## config.mk

```make
export PLATFORM = sky130hd
export DESIGN_NAME = csa_word_serial_adder
export DESIGN_NICKNAME = d
export VERILOG_FILES = /design/src/rtl/csa_word_serial_adder.sv
export SDC_FILE = /design/constraint.sdc
export NUM_CORES = 1
export LEC_CHECK = 0
export ABC_AREA = 1
export BUFFER_PORTS_ARGS = -buffer_cell sky130_fd_sc_hd__clkbuf_2
export CAP_MARGIN = 20
export CORE_ASPECT_RATIO = 0.9
export CORE_MARGIN = 2
export CORE_UTILIZATION = 40
export DETAILED_ROUTE_END_ITERATION = 10
export GPL_ROUTABILITY_DRIVEN = 0
export GPL_TIMING_DRIVEN = 0
export SYNTH_ARGS = -nofsm -noshare
export SYNTH_HDL_FRONTEND = slang
export SYNTH_SLANG_ARGS = --single-unit
```

## constraint.sdc

```tcl
create_clock -name clk -period 5.84 [get_ports clk]
set_clock_uncertainty 0.1 [all_clocks]
set_input_delay 0.584 -clock clk [delete_from_list [all_inputs] [get_ports clk]]
set_output_delay 0.584 -clock clk [all_outputs]
set_load 0.05 [all_outputs]
```

## src/rtl/csa_word_serial_adder.sv

```systemverilog
// Word-serial wide adder: one 8-bit conditional sum adder is reused across
// WORDS byte slices, with the inter-byte carry held in a register.
// Handshake: valid/ready on both the operand and the result side.

// 8-bit conditional sum adder. Each bit computes its sum and carry for both
// possible carry-ins. Adjacent groups are then merged pairwise (1->2->4->8).
// In each merge the low group's carry selects the high group's precomputed
// half.
module conditional_sum_adder (
    input  logic [7:0] x,
    input  logic [7:0] y,
    input  logic       c0,
    output logic [7:0] s,
    output logic       c8
);
    for (genvar l = 0; l < 4; l++) begin : g_lvl
        localparam int NG = 8 >> l;   // groups at this level
        localparam int G  = 1 << l;   // bits per group
        localparam int H  = G / 2;    // bits per half group
        // s0/k0 hold the sum and group carries for carry-in 0; s1/k1 for carry-in 1
        logic [7:0]    s0, s1;
        logic [NG-1:0] k0, k1;

        if (l == 0) begin : g_leaf
            assign s0 = x ^ y;
            assign s1 = ~(x ^ y);
            assign k0 = x & y;
            assign k1 = x | y;
        end else begin : g_merge
            for (genvar j = 0; j < NG; j++) begin : g_grp
                // low half passes straight through
                assign s0[j*G +: H] = g_lvl[l-1].s0[j*G +: H];
                assign s1[j*G +: H] = g_lvl[l-1].s1[j*G +: H];
                // high half picks its variant from the low half's carry
                assign s0[j*G+H +: H] = g_lvl[l-1].k0[2*j] ? g_lvl[l-1].s1[j*G+H +: H]
                                                           : g_lvl[l-1].s0[j*G+H +: H];
                assign s1[j*G+H +: H] = g_lvl[l-1].k1[2*j] ? g_lvl[l-1].s1[j*G+H +: H]
                                                           : g_lvl[l-1].s0[j*G+H +: H];
                assign k0[j] = g_lvl[l-1].k0[2*j] ? g_lvl[l-1].k1[2*j+1] : g_lvl[l-1].k0[2*j+1];
                assign k1[j] = g_lvl[l-1].k1[2*j] ? g_lvl[l-1].k1[2*j+1] : g_lvl[l-1].k0[2*j+1];
            end
        end
    end

    assign s  = c0 ? g_lvl[3].s1    : g_lvl[3].s0;
    assign c8 = c0 ? g_lvl[3].k1[0] : g_lvl[3].k0[0];
endmodule

module csa_word_serial_adder #(
    parameter int WORDS = 4
) (
    input  logic               clk,
    input  logic               rst,
    input  logic               in_valid,
    output logic               in_ready,
    input  logic [8*WORDS-1:0] a,
    input  logic [8*WORDS-1:0] b,
    input  logic               cin,
    output logic               out_valid,
    input  logic               out_ready,
    output logic [8*WORDS-1:0] sum,
    output logic               cout,
    output logic               ovf,
    output logic               busy
);
    localparam int W  = 8 * WORDS;
    localparam int KW = $clog2(WORDS);
    localparam logic [KW-1:0] K_LAST = KW'(WORDS - 1);

    typedef enum logic [1:0] {S_IDLE, S_RUN, S_DONE} state_e;

    state_e          state_q;
    logic [W-1:0]    a_q, b_q, sum_q;
    logic            carry_q;
    logic [KW-1:0]   k_q;
    logic            in_ready_q, out_valid_q, busy_q;

    logic [7:0]      x_d, y_d, s_d;
    logic            c8_d;
    logic [KW+2:0]   base_d;

    // byte slice select for the current index
    assign base_d = {k_q, 3'b000};
    assign x_d    = a_q[base_d +: 8];
    assign y_d    = b_q[base_d +: 8];

    conditional_sum_adder u_csa (
        .x  (x_d),
        .y  (y_d),
        .c0 (carry_q),
        .s  (s_d),
        .c8 (c8_d)
    );

    // sequencing FSM: capture, byte-serial accumulate, hold result until taken
    always_ff @(posedge clk) begin
        if (rst) begin
            state_q     <= S_IDLE;
            a_q         <= '0;
            b_q         <= '0;
            sum_q       <= '0;
            carry_q     <= 1'b0;
            k_q         <= '0;
            in_ready_q  <= 1'b1;
            out_valid_q <= 1'b0;
            busy_q      <= 1'b0;
        end else begin
            case (state_q)
                S_IDLE: begin
                    if (in_valid) begin
                        a_q        <= a;
                        b_q        <= b;
                        carry_q    <= cin;
                        k_q        <= '0;
                        state_q    <= S_RUN;
                        in_ready_q <= 1'b0;
                        busy_q     <= 1'b1;
                    end
                end
                S_RUN: begin
                    sum_q[base_d +: 8] <= s_d;
                    carry_q            <= c8_d;
                    if (k_q == K_LAST) begin
                        state_q     <= S_DONE;
                        out_valid_q <= 1'b1;
                    end else begin
                        k_q <= k_q + KW'(1);
                    end
                end
                S_DONE: begin
                    if (out_ready) begin
                        state_q     <= S_IDLE;
                        out_valid_q <= 1'b0;
                        in_ready_q  <= 1'b1;
                        busy_q      <= 1'b0;
                    end
                end
                default: begin
                    state_q     <= S_IDLE;
                    in_ready_q  <= 1'b1;
                    out_valid_q <= 1'b0;
                    busy_q      <= 1'b0;
                end
            endcase
        end
    end

    assign in_ready  = in_ready_q;
    assign out_valid = out_valid_q;
    assign busy      = busy_q;
    assign sum       = sum_q;
    assign cout      = carry_q;
    // signed overflow: like-signed operands whose sum sign differs
    assign ovf       = (a_q[W-1] == b_q[W-1]) && (sum_q[W-1] != a_q[W-1]);
endmodule

```

# == After elaboration in Yosys (flattened, before gate mapping) ==
# Cells that the tools add are included.
# totals
latchBits,0
ram_bits,0
out_inout_bits,37
word_cells,87
rom_bits,0
regBits,104
input_bits,69
n_memories,0
# op_classes
div,0
muxes,48
addsub,2
eq_ne,9
n_shift,4
order_cmp,0
bitwise_logic,6
multipliers,0
n_reduce_logical,9
# op_table
op,n
$shiftx A32 B6 Y8,2
$bwmux W32,1
$shift A8 B7 Y32 const A,1
$shiftx A8 B7 Y32,1
$mux W1,29
$mux W2,9
$reduce_and A3 Y1,4
$pmux W1 S3,3
$and A8 B8 Y8,1
$mux W4,2
$mux W8,1
$ne A2 B2 Y1 const B,4
$not A8 Y8,1
$or A8 B8 Y8,1
$xor A8 B8 Y8,1
$neg A5 Y7,1
$pmux W2 S3,1
$eq A2 B2 Y1 const B,2
$pmux W2 S2,1
$reduce_and A2 Y1,2
$add A2 B1 Y2 const B,1
$eq A2 B1 Y1 const B,1
$logic_not A2 Y1,1
$not A1 Y1,2
5 further kinds,5

# == Logic depth before layout (Yosys ltp) ==
# depth
depth_word,9
depth_mapped,18
mapped_depth_nobuf,16

# == Cells and area by module ==
# A second synthesis with hierarchy kept.
# hier_totals
cells_unflattened,762
hier_area_um2,5248.8
# by_module_without_submodules
mod,cells_per_inst,seq_area_each_um2,n_inst,area_per_inst_um2
csa_word_serial_adder,602,2082.0,1,4394.2
conditional_sum_adder,160,0.0,1,854.6

# == Worst setup path after synthesis ==
# No wires, ideal clock.
# synth_timing
kind,flip-flop to flip-flop
startpoint,register k_q[0]
endpoint,"register sum_q[27], in the netlist sum[27]"
arrival_ns,2.225
setup_ns,0.070
slack_ns,3.445
period_less_slack_ns,2.395
path_stages_with_launch,15
t_required_ns,5.670
path_buffers,2
cell_sequence,dfxtp_1 buf_2 buf_2 nand2_1 a32oi_1 inv_1 ha_1 xnor2_1 nand2_1 o21ai_0 nand2_1 nand2_1 nor2_1 nand3_1 a21oi_1
# synth_between
elab_chain_len,9
word_cells_on_any_way,33
classes_between,add/sub: 1; shift: 4; mux: 24; bitwise: 4
# synth_rtl
element,line_no,rtl
start: declaration,75,logic [KW-1:0] k_q;
start signal: assignment,127,k_q <= k_q + KW'(1);
$shiftx A32 B6 Y8 (on tied branches),"84, 85",
$xor A8 B8 Y8,"25, 26",
$not A8 Y8,26,assign s1 = ~(x ^ y);
$mux W1 (on tied branches),"35, 37",
$mux W2 (on tied branches),"35, 37",
$mux W4 (on tied branches),"35, 37",
$mux W8,45,assign s = c0 ? g_lvl[3].s1 : g_lvl[3].s0;
$shiftx A8 B7 Y32,121,sum_q[base_d +: 8] <= s_d;
$bwmux W32 *,121,
end signal: assignment,101,sum_q <= '0;
end signal: indexed assignment,121,
end: declaration,73,"logic [W-1:0] a_q, b_q, sum_q;"
# Mark *: on every way between the ends. The rest lies on a longest branch, timed or not.
# A chain may end at the register's enable or synchronous reset.

# == Final worst setup path ==
# layout_timing
startpoint,register k_q[0]
endpoint,"register sum_q[13], in the netlist sum[13]"
# Same word-level chain as after synthesis.

==> impl_metrics.tcl <==
set metrics [dict create \
    outcome "completed" \
    synth-seq-cells 104 \
    core_area_mm2 0.01208 \
    dp_cells 955 \
    min_period_ns 3.356 \
    rows 38 \
    cts_buffers 9 \
    clockRootBuffer "clkbuf_16" \
    crit_family "simple AND/OR/NAND/NOR gates" \
    area_growth_pct 20.09 \
    clkTransAtPathRegs_ns 0.07 \
    setup_violations 0 \
    vdd_drop_max_uv 146.7 \
    vias_per_cell 5.006 \
    crit_buf_inv 4 \
    die_w_um 121.4 \
    start_util_pct 41.11 \
    route.antenna.remaining_nets 0 \
    path_cells "buf_2 > inv_2 > buf_2 > nand2_1 > a32oi_1 > inv_1 > ha_1 > o21ai_0 > nand3_1 > nand2_2 > nand2_1 > nand2_1 > nand4_1 > a21oi_1" \
    htreeDepth 3 \
    syn_area_mm2 0.004965 \
    worstSkewPairLatency_ns 0.35 \
    antenna_found_initial 0 \
    worstReg2RegStart "k_q[0]$_SDFFE_PP0P_" \
    wl_met2_um 6520 \
    cp_max_fo 10 \
    yosysUniqueCellTypes 33 \
    post-route-drc-count 0 \
    drt_iter0_markers 327 \
    finalWirelength_um 13980 \
    holdWs_ns 0.3642 \
    max_stage_delay_ns 0.47 \
    hpwl_um 10830 \
    synth_cells 690 \
    top_layer "met4" \
    reg2reg_slack_ns 2.48 \
    die_area_mm2 0.01332 \
    startpoint_type "flop" \
    critPathSlowestCell "a32oi_1" \
    antenna_cells 0 \
    ff_latch_area_mm2 0.002082 \
    final_cell_mix "142 x nor2_1, 136 x nand2_1, 105 x clkbuf_2" \
    post_cts_resized 0 \
    finalHoldViolCount 0 \
    yosysSeqAreaShare_pct 41.94 \
    cp.required_ns 6.02 \
    vias 4861 \
    p_leak_nw 2.645 \
    rr_worst_depth 14 \
    grt_pass1_vias 4605 \
    rr_endpoint "sum[13]$_SDFFE_PP0P_" \
    slew_violations 0 \
    crit_top_cell "nand2_1" \
    grt_first_pass_wirelength_um 22490 \
    die_h_um 109.7 \
    final_common_cell "nor2_1" \
    ctsHoldBuffers 0 \
    layout.cells.non_filler 971 \
    crit_arrival_ns 3.54 \
    cp-end-kind "flop" \
    fin_nets 897 \
    cts_tree "built" \
    power_density_mw_per_mm2 315.3 \
    syn_avg_cell_area_um2 7.195 \
    holdPathEnd "out_valid$_SDFFE_PP0P_" \
    tightest_slew_ns 0.7812 \
    cts_buffer_depth 2 \
    critPathKind "reg -> reg" \
    timing.fmax_mhz 297.9 \
    multi_input_area_mm2 0.002555 \
    grt.overflow.total 0 \
    drt-met1-wl_um 6560 \
    synth_nets 781 \
    ys_warn_count 0 \
    layout-drive-gt1-share_pct 18.87 \
    num_io_pins 106 \
    rsz0062_at_grt "no" \
    wl_met3_um 659 \
    post_drt_wl_per_cell_um 14.40 \
    relSlewSlack_pct 47.92 \
    finalCritPeriodShare_pct 57.47 \
    portBuffers 105 \
    min_from "out_valid$_SDFFE_PP0P_" \
    fin_tns_setup_ns 0 \
    min_path_type "reg -> reg" \
    post_cts.repair.setup_buffers 0 \
    max-cap-violations 0 \
    gr-usage-all-layers_pct 21.81 \
    grt_start_max_net_pins 18 \
    fill_cells 1289 \
    dr.pass1.iters 5 \
    min_delay_path_depth 2 \
    clkSinkCount 104 \
]
==> sequential cells by signal (all words and copies together), names as in the netlist <==
name,count
a_q,32
b_q,32
busy,1
cout,1
in_ready,1
k_q,2
out_valid,1
state_q,2
sum,32
==> cells in the mapped netlist (all sizes together) <==
cell type | count | area (um^2)
nor2 | 144 | 555.5
nand2 | 141 | 546.8
dfxtp | 104 | 2082
o21ai | 75 | 375.4
a21oi | 52 | 260.3
inv | 39 | 146.4
ha | 22 | 275.3
nand3 | 21 | 110.1
buf | 20 | 106.4
clkbuf | 19 | 71.32
a32oi | 16 | 140.1
nand4 | 10 | 62.56
xnor2 | 6 | 52.55
xor2 | 6 | 52.55
nor3 | 3 | 26.28
o211ai | 3 | 22.52
a22oi | 2 | 15.01
a211oi | 1 | 7.510
a31oi | 1 | 6.260
and3 | 1 | 7.510
clkinv | 1 | 3.750
mux2i | 1 | 10.01
nand3b | 1 | 7.510
nor4 | 1 | 21.27
==> final cells by class <==
cell class / instances / share of cell area [%]
flip-flops and latches: 104 / 34.92
inverters: 40 / 2.518
plain buffers: 39 / 2.980
well taps: 160 / 3.358
repair buffers: 105 / 8.814
clock inverters: 6 / 0.7135
multi-input cells: 507 / 42.85
clock buffers: 10 / 3.841
==> worst max path at each step <==
stage	start	end	depth (start not counted)
after floorplan	k_q[0]$_SDFFE_PP0P_	sum[27]$_SDFFE_PP0P_	14
after global placement	k_q[0]$_SDFFE_PP0P_	sum[12]$_SDFFE_PP0P_	14
after detailed placement	k_q[0]$_SDFFE_PP0P_	sum[12]$_SDFFE_PP0P_	14
after CTS	k_q[0]$_SDFFE_PP0P_	sum[12]$_SDFFE_PP0P_	14
after global routing	k_q[0]$_SDFFE_PP0P_	sum[13]$_SDFFE_PP0P_	14
final	k_q[0]$_SDFFE_PP0P_	sum[13]$_SDFFE_PP0P_	14
==> cell families after synthesis <==
family,count (synthesis),share of synthesized area [%]
AO/OA/AOI/OAI,150,16.66
XOR/XNOR,12,2.117
adder cells (fa/ha/maj),22,5.544
buffers and inverters,79,6.603
flip-flops,104,41.94
multiplexers,1,0.2016
AND/OR/NAND/NOR,322,26.94
==> where the power goes <==
part | internal, mW | total, mW | switching, mW
Combinational | 0.177 | 0.525 | 0.348
Clock | 0.291 | 0.570 | 0.278
Sequential | 0.756 | 0.785 | 0.0288
==> metal layers <==
layer / global-route usage, % / vias up
met4: 6.650 / 0
met3: 4.098 / 15
li1: - / 2495
met1: 29.21 / 2235
met2: 35.87 / 116
met5: 0 / -
==> worst min-delay path, delay by kind of cell (launching register included) <==
family | cells | cell delay [ns]
DFF | 1 | 0.31
and+or+nand+nor | 1 | 0.06
AOI/OAI and AO/OA | 1 | 0.05
==> through the flow <==
step	power, mW	setup WS (ns)	area, um^2	utilization [%]
5_1_grt	1.988	2.304	5962	49.37
3_3_place_gp	1.311	2.683	5690	47.12
2_1_floorplan	1.171	3.445	4965	-
4_1_cts	1.887	2.607	5962	49.37
3_5_place_dp	1.322	2.639	5690	47.12
6_report	1.880	2.484	5962	49.37
Note: power is estimated with default switching activity, not from simulation.
